File: src/rtl/seg_scan_decoder.sv
// Rebuilds the hour/min/sec BCD frame from a scanned 8-digit 7-segment bus.
// Optional SEG_SCAN_STATS_EN adds err_cnt / frame_cnt publish statistics.
module seg_scan_decoder #(
  parameter int STABLE_CYC  = 16,
  parameter int TIMEOUT_CYC = 2_500_000
) (
  input  logic        clk,
  input  logic        rst,
  input  logic [7:0]  seg_which,
  input  logic [7:0]  seg_data,
  output logic [7:0]  hour_bcd,
  output logic [7:0]  min_bcd,
  output logic [7:0]  sec_bcd,
  output logic [7:0]  blank_mask,
  output logic        frame_valid,
  output logic        format_ok,
  output logic        stale
`ifdef SEG_SCAN_STATS_EN
  ,
  output logic [15:0] err_cnt,
  output logic [15:0] frame_cnt
`endif
);

  localparam int SW = $clog2(STABLE_CYC + 1);
  localparam logic [SW-1:0] STAB_MAX = SW'(STABLE_CYC);
  localparam logic [21:0]   IDLE_MAX = 22'(TIMEOUT_CYC);

  function automatic logic [3:0] seg_decode(input logic [7:0] code);
    logic [3:0] v;
    case (code & 8'hFE)
      8'hFC:   v = 4'h0;
      8'h60:   v = 4'h1;
      8'hDA:   v = 4'h2;
      8'hF2:   v = 4'h3;
      8'h66:   v = 4'h4;
      8'hB6:   v = 4'h5;
      8'hBE:   v = 4'h6;
      8'hE0:   v = 4'h7;
      8'hFE:   v = 4'h8;
      8'hF6:   v = 4'h9;
      8'h02:   v = 4'hA;
      default: v = 4'hE;
    endcase
    return v;
  endfunction

  // seg_which bit7 is digit 0, so the digit index is the mirrored bit position
  function automatic logic [2:0] sel_index(input logic [7:0] w);
    logic [2:0] idx;
    idx = 3'd0;
    for (int k = 0; k < 8; k++)
      if (w[k]) idx = 3'(7 - k);
    return idx;
  endfunction

  function automatic logic frame_ok(input logic [31:0] f, input logic [7:0] blank);
    logic [3:0] d [8];
    logic       ok;
    for (int k = 0; k < 8; k++) d[k] = f[31-4*k -: 4];
    ok = (blank == 8'h00) && (d[2] == 4'hA) && (d[5] == 4'hA);
    for (int k = 0; k < 8; k++)
      if (k != 2 && k != 5 && d[k] > 4'd9) ok = 1'b0;
    ok = ok && ((d[0] < 4'd2) || (d[0] == 4'd2 && d[1] <= 4'd3))
            && (d[3] <= 4'd5) && (d[6] <= 4'd5);
    return ok;
  endfunction

  function automatic logic [15:0] sat_inc16(input logic [15:0] v);
    return (v == 16'hFFFF) ? v : v + 16'd1;
  endfunction

  // Stage p0: bus history, stability filter, digit store, idle timer
  logic [15:0]   bus_p0;
  logic [SW-1:0] stab_cnt_p0;
  logic [21:0]   idle_p0;
  logic [3:0]    dig_p0 [8];
  logic [7:0]    seen_p0;
  logic [2:0]    prev_idx_p0;

  logic          bus_chg;
  logic [SW-1:0] stab_nxt;
  logic          cap_vld;
  logic [2:0]    cap_idx;
  logic [3:0]    cap_code;
  logic [7:0]    cap_bit;
  logic          seen_any;
  logic          boundary;
  logic          timeout;
  logic          publish;
  logic [31:0]   pub_frame;
  logic          pub_ok;

  always_comb begin
    bus_chg  = ({seg_which, seg_data} != bus_p0);
    stab_nxt = bus_chg ? '0 : ((stab_cnt_p0 == STAB_MAX) ? STAB_MAX : stab_cnt_p0 + 1'b1);
    cap_vld  = !bus_chg && (stab_cnt_p0 == STAB_MAX - 1'b1) && $onehot(seg_which);
    cap_idx  = sel_index(seg_which);
    cap_code = seg_decode(seg_data);
    cap_bit  = 8'h80 >> cap_idx;
    seen_any = |seen_p0;
    boundary = cap_vld && seen_any && (cap_idx <= prev_idx_p0);
    // a capture restarts the idle timer, so it always pre-empts the timeout
    timeout  = !cap_vld && seen_any && (idle_p0 == IDLE_MAX);
    publish  = boundary || timeout;
    pub_frame = '0;
    for (int k = 0; k < 8; k++)
      pub_frame[31-4*k -: 4] = seen_p0[7-k] ? dig_p0[k] : 4'hF;
    pub_ok = frame_ok(pub_frame, ~seen_p0);
  end

  always_ff @(posedge clk or posedge rst) begin
    if (rst) begin
      bus_p0      <= '0;
      stab_cnt_p0 <= '0;
      idle_p0     <= '0;
      seen_p0     <= '0;
      prev_idx_p0 <= '0;
      for (int k = 0; k < 8; k++) dig_p0[k] <= 4'hF;
    end else begin
      bus_p0      <= {seg_which, seg_data};
      stab_cnt_p0 <= stab_nxt;
      if (cap_vld) begin
        idle_p0     <= '0;
        prev_idx_p0 <= cap_idx;
        if (boundary) begin
          for (int k = 0; k < 8; k++) dig_p0[k] <= 4'hF;
          seen_p0 <= cap_bit;
        end else begin
          seen_p0 <= seen_p0 | cap_bit;
        end
        dig_p0[cap_idx] <= cap_code;
      end else begin
        if (idle_p0 != IDLE_MAX) idle_p0 <= idle_p0 + 22'd1;
        if (timeout) seen_p0 <= '0;
      end
    end
  end

  // Stage p1: registered publish
  logic vld_p1;

  always_ff @(posedge clk or posedge rst) begin
    if (rst) begin
      vld_p1     <= 1'b0;
      hour_bcd   <= '0;
      min_bcd    <= '0;
      sec_bcd    <= '0;
      blank_mask <= 8'hFF;
      format_ok  <= 1'b0;
      stale      <= 1'b0;
    end else begin
      vld_p1 <= publish;
      if (publish) begin
        hour_bcd   <= pub_frame[31:24];
        min_bcd    <= pub_frame[19:12];
        sec_bcd    <= pub_frame[7:0];
        blank_mask <= ~seen_p0;
        format_ok  <= pub_ok;
        stale      <= timeout;
      end
    end
  end

  assign frame_valid = vld_p1;

`ifdef SEG_SCAN_STATS_EN
  always_ff @(posedge clk or posedge rst) begin
    if (rst) begin
      err_cnt   <= '0;
      frame_cnt <= '0;
    end else if (publish) begin
      frame_cnt <= frame_cnt + 16'd1;
      if (!pub_ok) err_cnt <= sat_inc16(err_cnt);
    end
  end
`endif

endmodule

File: config.mk
export PLATFORM = sky130hd
export DESIGN_NAME = seg_scan_decoder
export DESIGN_NICKNAME = d
export VERILOG_FILES = /design/src/rtl/seg_scan_decoder.sv
export SDC_FILE = /design/constraint.sdc
export NUM_CORES = 1
export LEC_CHECK = 0
export ABC_AREA = 1
export BUFFER_PORTS_ARGS = -buffer_cell sky130_fd_sc_hd__buf_2
export CORE_MARGIN = 2
export CORE_UTILIZATION = 60
export CTS_CLUSTER_DIAMETER = 30
export DETAILED_ROUTE_END_ITERATION = 10
export HOLD_SLACK_MARGIN = 0.08
export PLACE_DENSITY = 0.8
export SLEW_MARGIN = 10
export SYNTH_ARGS = -nofsm -noshare
export SYNTH_HDL_FRONTEND = slang
export SYNTH_SLANG_ARGS = --single-unit
File: constraint.sdc
create_clock -name clk -period 4.45 [get_ports clk]
set_clock_uncertainty 0.1 [all_clocks]
set_input_delay 0.2225 -clock clk [delete_from_list [all_inputs] [get_ports clk]]
set_output_delay 0.2225 -clock clk [all_outputs]
set_load 0.05 [all_outputs]
## After elaboration in Yosys (flattened, before gate mapping)

Cells that the tools add are included.

- Bits of input ports: 18
- Register bits: 121

- Multiplexer cells: 35
- Order comparisons: 13
- $add $sub $neg: 9
- Reduce and logical (&&, ||, !) cells: 21
- Equal/unequal tests: 20
- Shift-type cells: 1
- Bitwise gates (word level): 3

Operators with widths:

| cell | number |
|---|---|
| 32-bit two-way mux | 2 |
| 7-bit == test, second input constant | 8 |
| 22-bit two-way mux | 2 |
| 4-bit one-hot mux with 11 select lines | 1 |
| 4-bit two-way mux | 9 |
| 32-bit bitwise mux | 1 |
| 4-bit > comparator, second input constant | 6 |
| 3-bit two-way mux | 8 |
| 8-bit two-way mux | 3 |
| 22-bit by 1-bit adder with 22-bit output, second input constant | 1 |
| 22-bit == test, second input constant | 1 |
| 22-bit != test, second input constant | 1 |
| 16-bit != test | 1 |
| 7-bit by 6-bit == test with 1-bit output, second input constant | 2 |
| 1-bit logical AND | 13 |
| 4-bit demux with 3-bit select | 1 |
| 5-bit two-way mux | 2 |
| 1-bit by 1-bit adder with 2-bit output | 4 |
| 4-bit == test, second input constant | 2 |
| 4-bit by 3-bit less-or-equal comparator with 1-bit output, second input constant | 2 |
| 8-bit logical NOT | 1 |
| 8-bit NOT | 1 |
| 8-bit OR | 1 |
| 8-bit OR reduction | 1 |
| 19 further kinds | 28 |

## Longest topological paths before layout

Gate-level depths: netlist of run 1.

- Depth in word-level cells: 14
- Depth in mapped cells: 20
- Mapped depth without buffers: 19

## Least setup slack after synthesis of run 1

OpenSTA, ideal clock, no wires.

- Kind: in2reg
- Start: input port seg_which[0]
- End: register hour_bcd[7]
- Slack: 0.838 ns
- Buffers on the path: 1
- Stages: 18
- Arrival: 3.399 ns
- Cell sequence: inv_1 > fa_1 > fa_1 > fa_1 > inv_1 > ha_1 > inv_1 > fa_1 > nand3_1 > nor2_1 > o21ai_2 > inv_1 > nand3_2 > nand2_2 > buf_4 > nand3b_1 > nand2_1 > inv_1

- Cells in the longest elaborated chain, start to end: 11
- Elaborated cells between the ends (all ways): 23

Ends and longest elaborated chain:

| what | RTL line | text |
|---|---|---|
| from (decl) | 9 | `input logic [7:0] seg_which,` |
| 3-bit two-way mux (8 in series) | 53 | `if (w[k]) idx = 3'(7 - k);` |
| 3-bit less-or-equal comparator | 102 | `boundary = cap_vld && seen_any && (cap_idx <= prev_idx_p0);` |
| 1-bit logical AND | 102 |  |
| 1-bit logical OR (*) | 105 | `publish = boundary \|\| timeout;` |
| to (signal assigned) | 155 | `hour_bcd <= pub_frame[31:24];` |
| to (decl) | 11 | `output logic [7:0] hour_bcd,` |

Every way passes the cells marked *; elsewhere a longest branch is shown, timed or not.
A chain may end at the register's enable or synchronous reset.

## Worst setup path after layout of run 1

- Start: input port seg_which[3]
- End: register sec_bcd[5]

- Cells in the longest elaborated chain, start to end: 9
- Elaborated cells between the ends (all ways): 20

Ends and longest elaborated chain:

| what | RTL line | text |
|---|---|---|
| 1-bit by 1-bit adder with 2-bit output (not written as such) | 97 | `cap_vld = !bus_chg && (stab_cnt_p0 == STAB_MAX - 1'b1) && $onehot(seg_which);` |
| 2-bit by 2-bit adder with 3-bit output (not written as such) | 97 |  |
| 3-bit by 3-bit adder with 4-bit output (not written as such) | 97 |  |
| 4-bit by 1-bit == test with 1-bit output | 97 |  |
| 1-bit logical AND | 97 |  |
| 1-bit logical NOT | 104 | `timeout = !cap_vld && seen_any && (idle_p0 == IDLE_MAX);` |
| 1-bit logical AND (2 in series) | 104 |  |
| 1-bit logical OR (*) | 105 |  |
| to (signal assigned) | 157 | `sec_bcd <= pub_frame[7:0];` |
| to (decl) | 13 | `output logic [7:0] sec_bcd,` |

Marked as above.

==> results of run 1 <==
[cell usage after synthesis (all sizes together), types with 10 or more instances]
| cell type | count |
|---|---|
| dfstp | 40 |
| o21ai | 30 |
| nand4 | 14 |
| nand3 | 33 |
| ha | 13 |
| nor3 | 21 |
| buf | 10 |
| a21oi | 17 |
| inv | 164 |
| nand3b | 29 |
| dfrtp | 81 |
| nand2 | 263 |
| nor2 | 150 |
[repair_timing]
| action | 4_1_cts | 5_1_grt |
|---|---|---|
| endpoints found under the hold margin | 69 | 0 |
| hold buffers | 17 | 0 |
| gates resized for setup | 0 | 0 |
[power breakdown]
group,internal [mW],leakage [nW],switching (mW)
clock network,0.803,0.272,0.476
registers,1.11,1.44,0.00375
logic,0.0518,2.60,0.102
[registers in the layout, indices dropped and copies added (netlist names)]
name	count
idle_p0	22
min_bcd	8
stale	1
bus_p0	16
frame_valid	1
prev_idx_p0	3
hour_bcd	8
dig_p0	32
format_ok	1
sec_bcd	8
stab_cnt_p0	5
seen_p0	8
blank_mask	8
[cell families after synthesis]
logic type               share of synthesized area
flip-flops                                   0.469
buffers and inverters                        0.110
XOR/XNOR                                   0.00267
AO/OA/AOI/OAI                               0.0463
AND/OR/NAND/NOR                              0.335
adder cells (fa/ha/maj)                     0.0370
[final cells by class]
type	instances	area, sq um
multi-input cells	587	2760
repair buffers	76	483
fillers	885	3080
flip-flops and latches	121	3080
clock buffers	22	443
inverters	165	622
clock inverters	10	103
well taps	140	175
[worst max-delay path, delay by kind of cell]
kind	cells	cell delay (ns)
buffers and inverters	8	1.31
and+or+nand+nor	6	0.74
AOI/OAI and AO/OA	1	0.11
adders and majority gates	5	1.99
[worst paths after layout]
check	startpoint	to	slack (ns)	depth (start not counted)
worst max-delay path	seg_which[3]	sec_bcd[5]	0.39	20
worst min-delay path	seg_which[1]	bus_p0[9]	0.25	2
worst max register to register	stab_cnt_p0[0]	sec_bcd[5]	2.05	14
worst min register to register	seen_p0[0]	blank_mask[0]	0.37	3
max in group asynchronous	rst	dig_p0[6]	3.01	4
min in group asynchronous	rst	idle_p0[13]	0.30	3
[layer usage]
layer / up-vias / global-route usage / part of all wire
met5: - / 0 / 0
met4: 0 / 0.0962 / 0.022
met3: 38 / 0.0699 / 0.069
met2: 207 / 0.426 / 0.46
met1: 2613 / 0.361 / 0.45
li1: 2878 / - / -
[through the flow]
stage                     hold WS (ns)  utilization  std cells  cell area (sq um)
after floorplan                  0.154            -        885               6570
after global placement           0.255        0.647       1072               6950
after detailed placement         0.260        0.647       1072               6950
after CTS                        0.243        0.713       1121               7670
after global routing             0.250        0.713       1121               7670
final                            0.249        0.713       1121               7670
==> impl_metrics.env, run 1 <==
export IMPL_setup_viol=0
export IMPL_ys_seq_area_frac=0.469
export IMPL_yosysTopAreaCell="dfrtp_1"
export IMPL_place_hpwl_um=10200
export IMPL_drt_pass1_iter_count=6
export IMPL_diodes=0
export IMPL_drt_wl_total_um=14800
export IMPL_syn_area_sq_mm=0.00657
export IMPL_min_period_ns=4.06
export IMPL_io_pins=53
export IMPL_required_ns=4.77
export IMPL_outcome="completed"
export IMPL_vias_per_cell=5.12
export IMPL_fin_tns_setup_ns=0
export IMPL_cts_htree_levels=4
export IMPL_cts_root_buf="clkbuf_8"
export IMPL_grt_max_degree=70
export IMPL_drive_gt1_frac=0.155
export IMPL_post_place_ws_ns=0.400
export IMPL_ys_flop_type="dfrtp_1"
export IMPL_cts_made_buffers=17
export IMPL_route_detailed_drc=0
export IMPL_io_buffer_count=52
export IMPL_worstPathMaxFanout=23
export IMPL_synth_nets=920
export IMPL_final_common_cell="nand2_1"
export IMPL_cp_slowest_cell="dlygate4sd3_1"
export IMPL_path_class="in2reg"
export IMPL_coreArea_sq_mm=0.0107
export IMPL_hold_viol=0
export IMPL_drt_iter0_drc=418
export IMPL_maxCapViolations=0
export IMPL_synth_avg_cell_area_sq_um=7.42
export IMPL_power_leakage_nw=4.31
export IMPL_postSynthCellCount=885
export IMPL_clk_insertion_delay_late_ns=0.53
export IMPL_power_density_mw_per_mm2=332
export IMPL_rows=38
export IMPL_worst_slew_pin_slew_ns=1.03
export IMPL_hold_class="in2reg"
export IMPL_synth_edff_count=0
export IMPL_worstPathCellList="dlygate4sd3_1, buf_2, inv_1, fa_1, fa_1, fa_1, inv_1, ha_1, inv_1, fa_1, nand3_1, nor2_1, o21ai_2, inv_1, nand3_2, nand2_2, buf_4, nand3b_1, nand2_1, inv_1"
export IMPL_syn_to_final_growth_pct=16.8
export IMPL_final_setup_worst_slack_ns=0.386
export IMPL_timing_critical_path_arrival_ns=4.38
export IMPL_synth_distinct_cells=32
export IMPL_fp_dieW_um=109
export IMPL_gp_congestion=0.933
export IMPL_start_util=0.611
export IMPL_fin_crit_sh=0.913
export IMPL_fp_dieArea_sq_mm=0.0118
export IMPL_grt_pass1_wl_um=24600
export IMPL_cts_sinks=121
export IMPL_synth_warnings=0
export IMPL_ys_seq_elements=121
export IMPL_synth_area_top_cells="dfrtp_1 (31%), dfstp_2 (16%), nand2_1 (15%)"
export IMPL_fmax_mhz=246
export IMPL_power_mw=2.55
export IMPL_worst_setup_path_end_kind="flip-flop"
export IMPL_ant_nets=0
export IMPL_slew_headroom=0.314
export IMPL_cts_setup_buffers=0
export IMPL_finalNetCount=1003
export IMPL_grt_util_all_layers=0.270
export IMPL_routedWlPerCell_um=13.2
export IMPL_antenna_found_initial=0
export IMPL_clock_path_buffers=2
export IMPL_grt_overflow=0
export IMPL_slew_viol_final=0
export IMPL_die_y_um=109
export IMPL_peakVddDrop_mv=0.318
export IMPL_cts_tree="built"
export IMPL_grt_pass1_vias=5345
export IMPL_async_reset_ff_frac=1.00
export IMPL_vias=5736
export IMPL_critPathLaunchType="input pin"
export IMPL_clk_pin_slew_ns=0.06
export IMPL_critical_path_max_stage_delay_ns=0.53
export IMPL_cp_common_cell="inv_1"
export IMPL_final_cell_mix="nand2_1 (255), inv_1 (154), nor2_1 (146)"
export IMPL_grt_setup_unrepaired="false"
export IMPL_synth_top_cell_area_share=0.309
No activity file was read; power rests on OpenSTA's default activity.
==> inputs of run 2 (changes only) <==
--- a/config.mk
+++ b/config.mk
@@ -13,6 +13,7 @@
 export DETAILED_ROUTE_END_ITERATION = 10
 export HOLD_SLACK_MARGIN = 0.08
 export PLACE_DENSITY = 0.8
+export REMOVE_ABC_BUFFERS = 1
 export SLEW_MARGIN = 10
 export SYNTH_ARGS = -nofsm -noshare
 export SYNTH_HDL_FRONTEND = slang
==> impl_metrics.env, run 2 (synthesis results as in run 1) <==
export IMPL_clock_path_buffers=2
export IMPL_fp_dieW_um=109
export IMPL_drt_iter0_drc=330
export IMPL_fillers=869
export IMPL_post_place_ws_ns=0.406
export IMPL_routedWlPerCell_um=13.1
export IMPL_cts_made_buffers=17
export IMPL_min_period_ns=4.07
export IMPL_maxCapViolations=0
export IMPL_cts_root_buf="clkbuf_8"
export IMPL_coreArea_sq_mm=0.0107
export IMPL_clk_insertion_delay_late_ns=0.54
export IMPL_drt_pass1_iter_count=5
export IMPL_grt_max_degree=48
export IMPL_slew_viol_final=0
export IMPL_internal_power_mw=2.06
export IMPL_grt_setup_unrepaired="false"
export IMPL_netSwitchingFraction=0.228
export IMPL_cts_tree="built"
export IMPL_grt_util_all_layers=0.272
export IMPL_fin_tns_setup_ns=0
export IMPL_grt_pass1_vias=5523
export IMPL_place_area_sq_mm=0.00695
export IMPL_fp_dieArea_sq_mm=0.0118
export IMPL_power_density_mw_per_mm2=345
export IMPL_drt_wl_total_um=14700
export IMPL_grt_pass1_wl_um=25000
export IMPL_largest_register="dig_p0"
export IMPL_io_buffer_count=52
export IMPL_start_util=0.611
export IMPL_timing_critical_path_arrival_ns=4.43
export IMPL_io_pins=53
export IMPL_r2r_setup_slack_ns=2.04
export IMPL_worstPathMaxFanout=5
export IMPL_worst_slew_pin_slew_ns=0.946
export IMPL_r2r_cells=12
export IMPL_setup_viol=0
export IMPL_final_cells=1121
export IMPL_cts_sinks=121
export IMPL_grt_overflow=0
export IMPL_final_cell_mix="nand2_1 (255), inv_1 (154), nor2_1 (146)"
export IMPL_fmax_mhz=246
export IMPL_diodes=0
export IMPL_clk_pin_slew_ns=0.06
export IMPL_rows=38
export IMPL_fin_crit_sh=0.915
export IMPL_die_y_um=109
export IMPL_hold_class="in2async"
export IMPL_path_class="in2reg"
export IMPL_reg_top3="dig_p0 (32), idle_p0 (22), bus_p0 (16)"
export IMPL_dp_cells=1072
export IMPL_place_hpwl_um=10100
export IMPL_pwr_share_comb=0.058
export IMPL_cts_htree_levels=4
export IMPL_power_frac_clock=0.524
export IMPL_p_switching_mw=0.607
export IMPL_seq_power_share=0.418
export IMPL_critPathLaunchType="input pin"
export IMPL_slew_headroom=0.368
export IMPL_required_ns=4.81
export IMPL_antenna_found_initial=0
export IMPL_vias_per_cell=5.13
export IMPL_peakVddDrop_mv=0.231
export IMPL_final_setup_worst_slack_ns=0.379
export IMPL_drive_gt1_frac=0.158
export IMPL_final_cell_area_sq_mm=0.00772
export IMPL_final_common_cell="nand2_1"
export IMPL_r2r_end="hour_bcd[7]"
export IMPL_ant_nets=0
export IMPL_syn_to_final_growth_pct=17.7
export IMPL_reg2reg_from="prev_idx_p0[2]"
export IMPL_finalNetCount=1003
export IMPL_worst_setup_path_end_kind="flip-flop"
export IMPL_outcome="completed"
export IMPL_gp_congestion=0.888
export IMPL_hold_viol=0
export IMPL_largest_reg_flops=32
export IMPL_route_detailed_drc=0
export IMPL_power_leakage_nw=4.33
export IMPL_timing_hold_ws_ns=0.111
export IMPL_vias=5751
-- run 2: stage by stage --
stage,total power [mW],utilization
after floorplan,1.23,-
after global routing,2.76,0.719
final,2.66,0.719
after CTS,2.68,0.719
after global placement,1.27,0.647
after detailed placement,1.27,0.647
-- run 2: area by class of cell --
class                   count  area (sq um)  area share
multi-input cells         587          2760       0.358
flip-flops and latches    121          3080       0.398
clock inverters            11           145      0.0188
clock buffers              21           459      0.0594
well taps                 140           175      0.0227
repair buffers             76           483      0.0625
inverters                 165           622      0.0805
-- run 2: routing by layer --
metal / vias up / track usage / wire, um
li1: 2877 / - / -
met1: 2696 / 0.360 / 6570
met2: 152 / 0.432 / 7150
met3: 26 / 0.0585 / 640
met4: 0 / 0.119 / 309
met5: - / 0 / 0
-- run 2: critical path: stages --
cell	delay, ns
dlygate4sd3_1	0.54
buf_2	0.13
inv_1	0.13
fa_1	0.46
fa_1	0.52
fa_1	0.42
inv_1	0.07
ha_1	0.16
inv_1	0.06
fa_1	0.47
nand3_1	0.07
nor2_1	0.12
o21ai_2	0.12
inv_1	0.08
nand3_2	0.13
nor2_1	0.32
nand2_1	0.17
nor2_1	0.19
nor2_1	0.06
-- run 2: what timing repair did --
item / 4_1_cts / 5_1_grt
resized for setup: 0 / 0
hold buffers: 17 / 0
buffers inserted: 0 / 0
endpoints found under the hold margin: 46 / 0
-- run 2: worst max-delay path by stage --
stage,startpoint,end,slack (ns),cells past startpoint
after floorplan,seg_which[0],hour_bcd[6],0.33,17
after global placement,seg_which[0],dig_p0[13],0.56,18
after detailed placement,seg_which[0],min_bcd[5],0.41,18
after CTS,seg_which[1],dig_p0[25],0.40,19
after global routing,seg_which[1],dig_p0[15],0.12,19
final,seg_which[1],dig_p0[25],0.38,19
-- run 2: power by group through the flow --
stage | Clock (mW) | Sequential, mW | Combinational [mW]
after global routing | 1.46 | 1.11 | 0.178
final | 1.40 | 1.11 | 0.154
after detailed placement | 0 | 1.13 | 0.143
after global placement | 0 | 1.13 | 0.138
after floorplan | 0 | 1.13 | 0.0961
after CTS | 1.41 | 1.11 | 0.156
==> inputs of run 3 (changes only) <==
--- a/config.mk
+++ b/config.mk
@@ -12,7 +12,7 @@
 export CTS_CLUSTER_DIAMETER = 30
 export DETAILED_ROUTE_END_ITERATION = 10
 export HOLD_SLACK_MARGIN = 0.08
-export PLACE_DENSITY = 0.8
+export PLACE_DENSITY_LB_ADDON = 0.2
 export REMOVE_ABC_BUFFERS = 1
 export SLEW_MARGIN = 10
 export SYNTH_ARGS = -nofsm -noshare
==> impl_metrics.env, run 3 (synthesis results as in run 1) <==
export IMPL_outcome="completed"
export IMPL_clock_path_buffers=2
export IMPL_fillers=901
export IMPL_min_period_ns=4.07
export IMPL_cts_htree_levels=4
export IMPL_grt_util_all_layers=0.279
export IMPL_critPathLaunchType="input pin"
export IMPL_fp_dieW_um=109
export IMPL_cp_slowest_cell="fa_1"
export IMPL_critical_path_max_stage_delay_ns=0.56
export IMPL_met3_usage=0.0669
export IMPL_seq_area_sq_mm=0.00308
export IMPL_post_place_ws_ns=0.349
export IMPL_required_ns=4.79
export IMPL_grt_overflow=0
export IMPL_cts_root_buf="clkbuf_8"
export IMPL_grt_pass1_wl_um=25300
export IMPL_slew_headroom=0.338
export IMPL_reg_top3="dig_p0 (32), idle_p0 (22), bus_p0 (16)"
export IMPL_hold_class="in2async"
export IMPL_timing_critical_path_arrival_ns=4.41
export IMPL_final_cell_mix="nand2_1 (255), inv_1 (154), nor2_1 (146)"
export IMPL_vias_per_cell=5.12
export IMPL_drt_iter0_drc=273
export IMPL_setup_viol=0
export IMPL_multiInputGateArea_sq_mm=0.00276
export IMPL_largest_reg_flops=32
export IMPL_coreArea_sq_mm=0.0107
export IMPL_power_density_mw_per_mm2=334
export IMPL_fin_tns_setup_ns=0
export IMPL_clk_pin_slew_ns=0.06
export IMPL_start_util=0.611
export IMPL_route_detailed_drc=0
export IMPL_post_cts_resized=0
export IMPL_final_setup_worst_slack_ns=0.381
export IMPL_drt_pass1_iter_count=5
export IMPL_die_y_um=109
export IMPL_routedWlPerCell_um=13.1
export IMPL_antenna_found_initial=0
export IMPL_grt_util_met1=0.364
export IMPL_cts_sinks=121
export IMPL_drive_gt1_frac=0.155
export IMPL_clk_insertion_delay_late_ns=0.54
export IMPL_diodes=0
export IMPL_cts_made_buffers=17
export IMPL_path_class="in2reg"
export IMPL_hold_viol=0
export IMPL_finalNetCount=1002
export IMPL_vias=5735
export IMPL_cts_tree="built"
export IMPL_fmax_mhz=246
export IMPL_fp_dieArea_sq_mm=0.0118
export IMPL_syn_to_final_growth_pct=17.3
export IMPL_timing_hold_ws_ns=0.129
export IMPL_gr_usage_met2=0.443
export IMPL_cp_common_cell="inv_1"
export IMPL_worst_slew_pin_slew_ns=0.991
export IMPL_grt_setup_unrepaired="false"
export IMPL_rows=38
export IMPL_worst_setup_path_end_kind="flip-flop"
export IMPL_worstPathMaxFanout=22
export IMPL_drt_wl_total_um=14600
export IMPL_io_buffer_count=52
export IMPL_place_hpwl_um=9910
export IMPL_gp_congestion=0.885
export IMPL_io_pins=53
export IMPL_largest_register="dig_p0"
export IMPL_final_common_cell="nand2_1"
export IMPL_maxCapViolations=0
export IMPL_slew_viol_final=0
export IMPL_worstPathCellList="dlygate4sd3_1, buf_2, inv_1, fa_1, fa_1, fa_1, inv_1, ha_1, inv_1, fa_1, nand3_1, nor2_1, o21ai_2, inv_1, nand3_2, buf_4, nand3_1, nand2_2, nand2_1, nand2_1, inv_1"
export IMPL_grt_busiest_layer="met2"
export IMPL_fin_crit_sh=0.914
export IMPL_ant_nets=0
export IMPL_grt_pass1_vias=5551
export IMPL_grt_max_degree=47
export IMPL_r2r_cells=11
export IMPL_peakVddDrop_mv=0.237
export IMPL_power_leakage_nw=4.33
-- run 3: changes by cell type in the layout (fill, tap and decap cells not counted) --
cell        before  now
clkbuf_1         1    3
buf_4            7    5
clkinv_4         2    0
bufinv_16        3    0
buf_12           0    1
clkinvlp_4       3    1
clkinv_2         3    5
clkbuf_16       16   19
-- run 3: final timing paths --
kind	slack (ns)	startpoint	to
worst min register to register	0.37	stale	stale
worst max register to register	1.98	seen_p0[4]	hour_bcd[5]
min in group clk	0.26	seg_which[1]	bus_p0[9]
worst max-delay path	0.38	seg_which[0]	hour_bcd[2]
worst min-delay path	0.13	rst	idle_p0[14]
max in group asynchronous	3.20	rst	blank_mask[7]
-- run 3: per-stage QoR --
| step | std cells | total power [mW] | instance area [sq um] | utilization |
|---|---|---|---|---|
| floorplan | 873 | 1.23 | 6460 | - |
| global placement | 1071 | 1.27 | 6960 | 0.647 |
| detailed placement | 1071 | 1.27 | 6960 | 0.647 |
| CTS | 1120 | 2.58 | 7700 | 0.717 |
| global route | 1120 | 2.66 | 7700 | 0.717 |
| finish | 1120 | 2.57 | 7700 | 0.717 |
-- run 3: critical path: cells and delay by family --
| family | cells | cell delay [ns] |
|---|---|---|
| adder cells (fa/ha/maj) | 5 | 2.06 |
| buffers and inverters | 8 | 1.23 |
| AO/OA/AOI/OAI | 1 | 0.11 |
| AND/OR/NAND/NOR | 7 | 0.79 |
-- run 3: final cells by class --
class | instances | share of cell area
repair buffers | 75 | 0.0634
well taps | 140 | 0.0227
flip-flops and latches | 121 | 0.400
multi-input cells | 587 | 0.359
clock buffers | 26 | 0.0704
inverters | 165 | 0.0808
clock inverters | 6 | 0.00422
-- run 3: routing by layer --
metal | vias to the layer above | share of wire
li1 | 2875 | -
met1 | 2658 | 0.45
met2 | 176 | 0.47
met3 | 26 | 0.063
met4 | 0 | 0.022
met5 | - | 0
-- run 3: repair_timing --
| item | in CTS | in global routing |
|---|---|---|
| hold endpoints to repair | 47 | 0 |
| setup endpoints to repair | 0 | 0 |
| hold buffers | 17 | 0 |
| setup buffers | 0 | 0 |
-- run 3: power breakdown --
group,internal [mW],switching (mW)
sequential,1.11,0.00366
clock,0.824,0.476
combinational,0.0521,0.103
total,1.99,0.582
